## src/rtl/sipo_frame_rx_pkg.sv

```systemverilog
// Shared types and helpers for the serial frame receiver: FSM encoding,
// line levels and the even-parity helper.
package sipo_frame_rx_pkg;

  localparam int MAX_WIDTH = 16;

  typedef enum logic [2:0] {
    ST_IDLE      = 3'd0,
    ST_DATA      = 3'd1,
    ST_PARITY    = 3'd2,
    ST_STOP      = 3'd3,
    ST_WAIT_HIGH = 3'd4
  } state_e;

  localparam logic IDLE_LEVEL  = 1'b1;
  localparam logic START_LEVEL = 1'b0;
  localparam logic STOP_LEVEL  = 1'b1;

  // Callers zero-extend their word, so XOR over all bits equals XOR over WIDTH bits.
  function automatic logic even_parity(input logic [MAX_WIDTH-1:0] data);
    return ^data;
  endfunction

endpackage

```

## src/rtl/sipo_shift.sv

```systemverilog
// WIDTH-bit LSB-first shift register: each enabled edge pushes sin in at the
// top, so after WIDTH shifts the first bit received sits in bit 0.
module sipo_shift #(
  parameter int WIDTH = 4
) (
  input  logic             clk_i,
  input  logic             rst_ni,
  input  logic             en_i,
  input  logic             sin_i,
  output logic [WIDTH-1:0] data_o
);

  logic [WIDTH-1:0] data_q;
  logic [WIDTH-1:0] data_d;

  always_comb begin
    data_d = data_q;
    if (en_i) begin
      data_d = {sin_i, data_q[WIDTH-1:1]};
    end
  end

  always_ff @(posedge clk_i or negedge rst_ni) begin
    if (!rst_ni) begin
      data_q <= '0;
    end else begin
      data_q <= data_d;
    end
  end

  assign data_o = data_q;

endmodule

```

## src/rtl/sipo_frame_rx.sv

```systemverilog
// Serial frame receiver with a one-entry valid/ready holding buffer.
// Define SIPO_FRAME_RX_PARITY_EN to include the even-parity bit and check.
module sipo_frame_rx
  import sipo_frame_rx_pkg::*;
#(
  parameter int WIDTH = 4
) (
  input  logic             clk_i,
  input  logic             rst_ni,
  input  logic             bit_en_i,
  input  logic             sin_i,
  output logic [WIDTH-1:0] q_o,
  output logic             q_valid_o,
  input  logic             q_ready_i,
  output logic             frame_err_o,
  output logic             parity_err_o,
  output logic             overrun_o
);

  localparam int CNT_W = (WIDTH > 1) ? $clog2(WIDTH) : 1;
  localparam logic [CNT_W-1:0] LAST_CNT = CNT_W'(WIDTH - 1);

  state_e           state_q, state_d;
  logic [CNT_W-1:0] cnt_q, cnt_d;
  logic [WIDTH-1:0] shift_data;
  logic             shift_en;
  logic             deliver;
  logic             frame_err_d, frame_err_q;
  logic             overrun_d, overrun_q;
  logic [WIDTH-1:0] q_d, q_q;
  logic             q_valid_d, q_valid_q;
`ifdef SIPO_FRAME_RX_PARITY_EN
  logic             perr_d, perr_q;
  logic             parity_err_d, parity_err_q;
`endif

  sipo_shift #(
    .WIDTH(WIDTH)
  ) u_shift (
    .clk_i (clk_i),
    .rst_ni(rst_ni),
    .en_i  (shift_en),
    .sin_i (sin_i),
    .data_o(shift_data)
  );

  always_ff @(posedge clk_i or negedge rst_ni) begin
    if (!rst_ni) begin
      state_q <= ST_IDLE;
      cnt_q   <= '0;
`ifdef SIPO_FRAME_RX_PARITY_EN
      perr_q  <= 1'b0;
`endif
    end else begin
      state_q <= state_d;
      cnt_q   <= cnt_d;
`ifdef SIPO_FRAME_RX_PARITY_EN
      perr_q  <= perr_d;
`endif
    end
  end

  always_comb begin
    state_d = state_q;
    cnt_d   = cnt_q;
`ifdef SIPO_FRAME_RX_PARITY_EN
    perr_d  = perr_q;
`endif
    if (bit_en_i) begin
      unique case (state_q)
        ST_IDLE: begin
          if (sin_i == START_LEVEL) begin
            state_d = ST_DATA;
            cnt_d   = '0;
`ifdef SIPO_FRAME_RX_PARITY_EN
            perr_d  = 1'b0;
`endif
          end
        end
        ST_DATA: begin
          if (cnt_q == LAST_CNT) begin
`ifdef SIPO_FRAME_RX_PARITY_EN
            state_d = ST_PARITY;
`else
            state_d = ST_STOP;
`endif
          end else begin
            cnt_d = cnt_q + CNT_W'(1);
          end
        end
`ifdef SIPO_FRAME_RX_PARITY_EN
        ST_PARITY: begin
          // The last data bit was shifted in on the previous strobe, so the word is complete here.
          perr_d  = (sin_i != even_parity(MAX_WIDTH'(shift_data)));
          state_d = ST_STOP;
        end
`endif
        ST_STOP: begin
          state_d = (sin_i == STOP_LEVEL) ? ST_IDLE : ST_WAIT_HIGH;
`ifdef SIPO_FRAME_RX_PARITY_EN
          perr_d  = 1'b0;
`endif
        end
        ST_WAIT_HIGH: begin
          if (sin_i == IDLE_LEVEL) begin
            state_d = ST_IDLE;
          end
        end
        default: begin
          state_d = ST_IDLE;
        end
      endcase
    end
  end

  always_comb begin
    shift_en     = 1'b0;
    deliver      = 1'b0;
    frame_err_d  = 1'b0;
`ifdef SIPO_FRAME_RX_PARITY_EN
    parity_err_d = 1'b0;
`endif
    if (bit_en_i) begin
      case (state_q)
        ST_DATA: shift_en = 1'b1;
        ST_STOP: begin
          if (sin_i == STOP_LEVEL) begin
`ifdef SIPO_FRAME_RX_PARITY_EN
            if (perr_q) begin
              parity_err_d = 1'b1;
            end else begin
              deliver = 1'b1;
            end
`else
            deliver = 1'b1;
`endif
          end else begin
            frame_err_d = 1'b1;
          end
        end
        default: ;
      endcase
    end
  end

  // A delivery into a full buffer only wins if the consumer frees the slot on the same edge.
  always_comb begin
    q_d       = q_q;
    q_valid_d = q_valid_q;
    overrun_d = 1'b0;
    if (deliver) begin
      if (!q_valid_q || q_ready_i) begin
        q_d       = shift_data;
        q_valid_d = 1'b1;
      end else begin
        overrun_d = 1'b1;
      end
    end else if (q_valid_q && q_ready_i) begin
      q_valid_d = 1'b0;
    end
  end

  always_ff @(posedge clk_i or negedge rst_ni) begin
    if (!rst_ni) begin
      q_q          <= '0;
      q_valid_q    <= 1'b0;
      frame_err_q  <= 1'b0;
      overrun_q    <= 1'b0;
`ifdef SIPO_FRAME_RX_PARITY_EN
      parity_err_q <= 1'b0;
`endif
    end else begin
      q_q          <= q_d;
      q_valid_q    <= q_valid_d;
      frame_err_q  <= frame_err_d;
      overrun_q    <= overrun_d;
`ifdef SIPO_FRAME_RX_PARITY_EN
      parity_err_q <= parity_err_d;
`endif
    end
  end

  assign q_o         = q_q;
  assign q_valid_o   = q_valid_q;
  assign frame_err_o = frame_err_q;
  assign overrun_o   = overrun_q;
`ifdef SIPO_FRAME_RX_PARITY_EN
  assign parity_err_o = parity_err_q;
`else
  assign parity_err_o = 1'b0;
`endif

endmodule

```

## config.mk

```make
export PLATFORM = sky130hd
export DESIGN_NAME = sipo_frame_rx
export DESIGN_NICKNAME = d
export VERILOG_FILES = /design/src/rtl/sipo_frame_rx_pkg.sv /design/src/rtl/sipo_shift.sv /design/src/rtl/sipo_frame_rx.sv
export SDC_FILE = /design/constraint.sdc
export NUM_CORES = 1
export LEC_CHECK = 0
export ABC_CLOCK_PERIOD_IN_PS = 1400
export CORE_UTILIZATION = 43
export CTS_CLUSTER_DIAMETER = 60
export DETAILED_ROUTE_END_ITERATION = 8
export GPL_ROUTABILITY_DRIVEN = 1
export PLACE_DENSITY_LB_ADDON = 0.15
export SYNTH_ARGS = -nofsm -noshare
export SYNTH_HDL_FRONTEND = slang
export SYNTH_SLANG_ARGS = --single-unit
```

## constraint.sdc

```tcl
create_clock -name clk_i -period 1.4 [get_ports clk_i]
set_input_delay 0.14 -clock clk_i [delete_from_list [all_inputs] [get_ports clk_i]]
set_output_delay 0.14 -clock clk_i [all_outputs]
set_load 0.01 [all_outputs]
```

# Yosys cells after proc, flatten, opt, wreduce, memory -nomap -nowiden
# Cells that the tools add are included.
# totals
mem_bits_rw,0
romBits,0
elab_cells,48
register_bits,16
output_inout_bits,8
latchBits,0
mem_count,0
in_bits,5
# op_classes
div_mod_pow,0
n_reduce_logical,10
add_sub_neg,1
mul,0
n_mux,21
eq_ne,9
n_bitwise,0
shift,0
magnitude_cmp,0
# op_table
op,n
$mux W1,13
$mux W3,4
$pmux W3 S4,1
$ne A2 B2 Y1 const B,4
$reduce_and A4 Y1,2
$mux W2,2
$pmux W2 S2,1
$reduce_and A2 Y1,2
$reduce_bool A2 Y1,2
$eq A3 B1 Y1 const B,1
$eq A3 B2 Y1 const B,1
$eq A3 B3 Y1 const B,1
$logic_not A3 Y1,1
$add A2 B1 Y2 const B,1
$eq A2 B2 Y1 const B,1
$ne A2 B1 Y1 const B,1
$logic_and A1 B1 Y1,1
$logic_not A1 Y1,1
$logic_or A1 B1 Y1,1

# Depth between registers and ports, before layout
# Gate-level depths: netlist (run 1).
# logic_depth
depth_word,5
depth_mapped,4

# By module
# Synthesis (run 1) repeated with hierarchy kept, for this count alone.
# hier_totals
cells_unflattened,53
area_unflattened_um2,705.7
# by_module_without_submodules
module,n_inst,area_per_inst_um2,seq_area_each_um2,cells_per_inst
sipo_frame_rx,1,560.5,300.3,45
sipo_shift,1,145.1,100.1,8

# Worst setup path after synthesis (run 1)
# No wires, ideal clock.
# synth_timing
path_type,register to register
start,reg state_q[1]
end,"reg u_shift.data_q[3], in the netlist u_shift.data_o[3]"
path_stages_with_launch,5
setup_ns,0.125
n_path_buf,1
arrival_time_ns,1.206
period_less_slack_ns,1.330
required_time_ns,1.275
slack_ns,0.070
cell_sequence,dfrtp_1 nor2_1 and3_1 clkbuf_1 mux2_2
# synth_via
elab_chain_len,3
# synth_lines
element,line,rtl
start: declaration,sipo_frame_rx.sv:23,"state_e state_q, state_d;"
start signal: assignment,sipo_frame_rx.sv:55,state_q <= state_d;
$eq A3 B1 Y1,sipo_frame_rx.sv:124,case (state_q)
$mux W1,sipo_frame_rx.sv:124,
$mux W1,sipo_frame_rx.sv:123,if (bit_en_i) begin
end signal: assignment,sipo_shift.sv:27,data_q <= data_d;
end: declaration,sipo_shift.sv:13,logic [WIDTH-1:0] data_q;
# Every way passes these cells.
# A chain may end at the register's enable or synchronous reset.

# Worst setup path in the final report (run 1)
# layout_timing
start,"reg q_q[0], in the netlist q_o[0]"
end,out q_o[0]
# layout_rtl
element,line,rtl
start: declaration,sipo_frame_rx.sv:30,"logic [WIDTH-1:0] q_d, q_q;"
start signal: assignment,sipo_frame_rx.sv:173,q_q <= q_d;
end: declaration,sipo_frame_rx.sv:12,"output logic [WIDTH-1:0] q_o,"
# No word-level cell between the ends.

==> results of run 1 <==
[cells in the final DEF (no fill, tap or decap), drive strengths merged]
cell type,instances
o31ai,1
dfrtp,16
inv,2
mux2i,2
buf,7
clkdlybuf4s50,11
a22o,1
a21o,1
ha,1
nand3,2
and4b,1
nor2b,2
and3,1
o22a,1
nand2,3
nand2b,1
nor2,3
mux2,9
clkbuf,3
conb,1
[final cells by class]
cell class | instances | area, um^2 | share of cell area [%]
clock buffer | 3 | 22.5 | 2.55
sequential | 16 | 400 | 45.4
multi-input combinational | 30 | 269 | 30.5
inverter | 2 | 7.51 | 0.851
timing repair buffer | 18 | 163 | 18.4
tap | 16 | 20.0 | 2.27
[state kept, by name, summed over array words and instances, names as in the netlist]
register        cells
cnt_q               2
frame_err_o         1
overrun_o           1
q_o                 4
q_valid_o           1
state_q             3
u_shift.data_o      4
[power breakdown]
group          leakage (nW)  total, mW  switching, mW  internal [mW]
Clock                0.0138      0.226          0.126         0.0996
Sequential            0.202      0.776          0.131          0.645
Combinational         0.217      0.668          0.229          0.440
[stage by stage]
stage | hold WS (ps) | instances | util [%]
after floorplan | -156 | 50 | -
after global placement | 480 | 82 | 57.1
after detailed placement | 496 | 82 | 57.1
after CTS | 182 | 85 | 58.6
after global routing | 184 | 85 | 58.6
final | 180 | 85 | 58.6
[routing by layer]
layer	share of wire (%)	wire length [um]	global-route usage [%]
met5	0	0	0
met3	5.7	63	8.19
met4	0	0	1.94
met1	46	518	18.5
met2	48	532	22.8
[how the worst min path moves through the flow]
stage               startpoint                       endpoint  slack [ps]  depth (start not counted)
finish                  rst_ni  u_shift.data_o[3]$_DFFE_PN0P_         180                          2
global route            rst_ni  u_shift.data_o[3]$_DFFE_PN0P_         180                          2
CTS                     rst_ni  u_shift.data_o[0]$_DFFE_PN0P_         180                          2
detailed placement      rst_ni             q_o[1]$_DFFE_PN0P_         500                          2
global placement        rst_ni             q_o[1]$_DFFE_PN0P_         480                          2
floorplan               rst_ni           cnt_q[0]$_DFFE_PN0P_        -160                          0
[kinds of logic after synthesis]
family	synth area share, %
muxes	19.8
and+or+nand+nor	12.2
adders and majority gates	1.82
other	0.545
AOI/OAI and AO/OA	4.73
DFF	58.2
buffers and inverters	2.73
==> metrics.yaml, run 1 <==
outcome:
  status: "completed"
die:
  core_mm2: 0.00151
  io_pins: 13
  rows: 14
  start_util_pct: 45.7
  fp.dieH_um: 42.0
  die_area_mm2: 0.00176
  die_x_um: 42.0
timing:
  tns_ps: 0
  hold_viol: 0
  drv_slew: 0
  fin_skew_ps: 8.53
  fin_ws_ps: 68.7
  clock.fmax_mhz: 751
  rsz0062_at_grt: "no"
  final.min_clock_period_ps: 1330
  setup_violations: 0
  min_period_over_period_pct: 95.1
global_routing:
  grtUsageTotal_pct: 14.7
  grt_max_degree: 17
  grt_pass1_wl_mm: 1.86
  grt_overflow: 0
  first_global_vias: 415
  antenna_found_initial: 0
worst_setup_path:
  reg2reg_from: "state_q[2]$_DFFE_PN0P_"
  crit_end: "q_o[0]"
  r2r_slack_ps: 90
  critPathMaxFanout: 2
  cp_num_cells: 1
  path_buf_inv: 1
  max_stage_delay_ps: 540
  crit_arrival_ps: 1190
  critical_path.slowest_cell: "clkdlybuf4s50_1"
  crit_start: "q_o[0]$_DFFE_PN0P_"
  end_kind: "output port"
  crit_type: "reg -> out"
  r2r.worst_path.cells: 3
  worstPathCellList: "clkdlybuf4s50_1"
  critical-path-top-delay-family: "buffers and inverters"
  required_ps: 1260
  cp-start-kind: "flop"
  regToRegEndpoint: "q_o[0]$_DFFE_PN0P_"
synth:
  synth_ff_type: "dfrtp_1"
  synth_area_leader_cell: "dfrtp_1"
  syn-num-nets: 56
  synth.most_common_cell: "dfrtp_1"
  synthTopCellsByCount: "dfrtp_1, mux2_2, mux2_4"
  yosys_warnings: 0
  async_flop_share_pct: 100
  synth_edf_count: 0
  ys_types: 21
  synth.avg_cell_area_um2: 13.8
  synth.area.top_cells: "dfrtp_1, mux2_4, mux2_2"
  synth.cell_area_um2: 688
  synth_top_area_share_pct: 58.2
  ys_seq_area_share_pct: 58.2
  ys_ff_latch: 16
  synthCells: 50
drt:
  ant_nets: 0
  vias: 431
  firstDrtPassIters: 3
  drc: 0
  wirelength_mm: 1.11
  wire_per_inst_um: 13.1
  dr.first_iter.drc_count: 1
  via_per_inst: 5.07
clock_tree:
  holdBufCountCts: 0
  clk_path_buf_depth: 2
  numCtsBuffers: 3
  cts.sinks: 16
  post_cts.repair.setup_buffers: 0
  cts.clk_slew.worst_paths_ps: 90
  clockRootBuffer: "clkbuf_4"
  clock_latency_ps: 280
  htreeDepth: 1
  cts_tree: "done"
  postCtsResizedCells: 0
placed_design:
  placedInstanceArea_um2: 860
  pre_cts_ws_ps: -104
  place_congestion: 0.761
  hpwl_um: 844
  portBuffers: 11
cells_and_area:
  antenna_cells: 0
  drive_above_1_share_pct: 30.4
  syn_to_final_growth_pct: 28.2
  n_fill_cell: 130
  final_net_count: 77
  design_area_um2: 882
flow_run:
  max-cap-violations: 0
power_and_ir_drop:
  static-leakage-power_nw: 0.432
  vdd_drop_max_mv: 0.826
  power_density_mw_per_mm2: 1890
  power_mw: 1.67
hold_path:
  hold_path_class: "in -> async"
Power figures use the tool's default switching activity.
==> run 2, diff against run 1 <==
- SKIP_CTS_REPAIR_TIMING: default -> 1
==> results of run 2 <==
No change in the layout: final DEF, timing and power equal those of run 1.
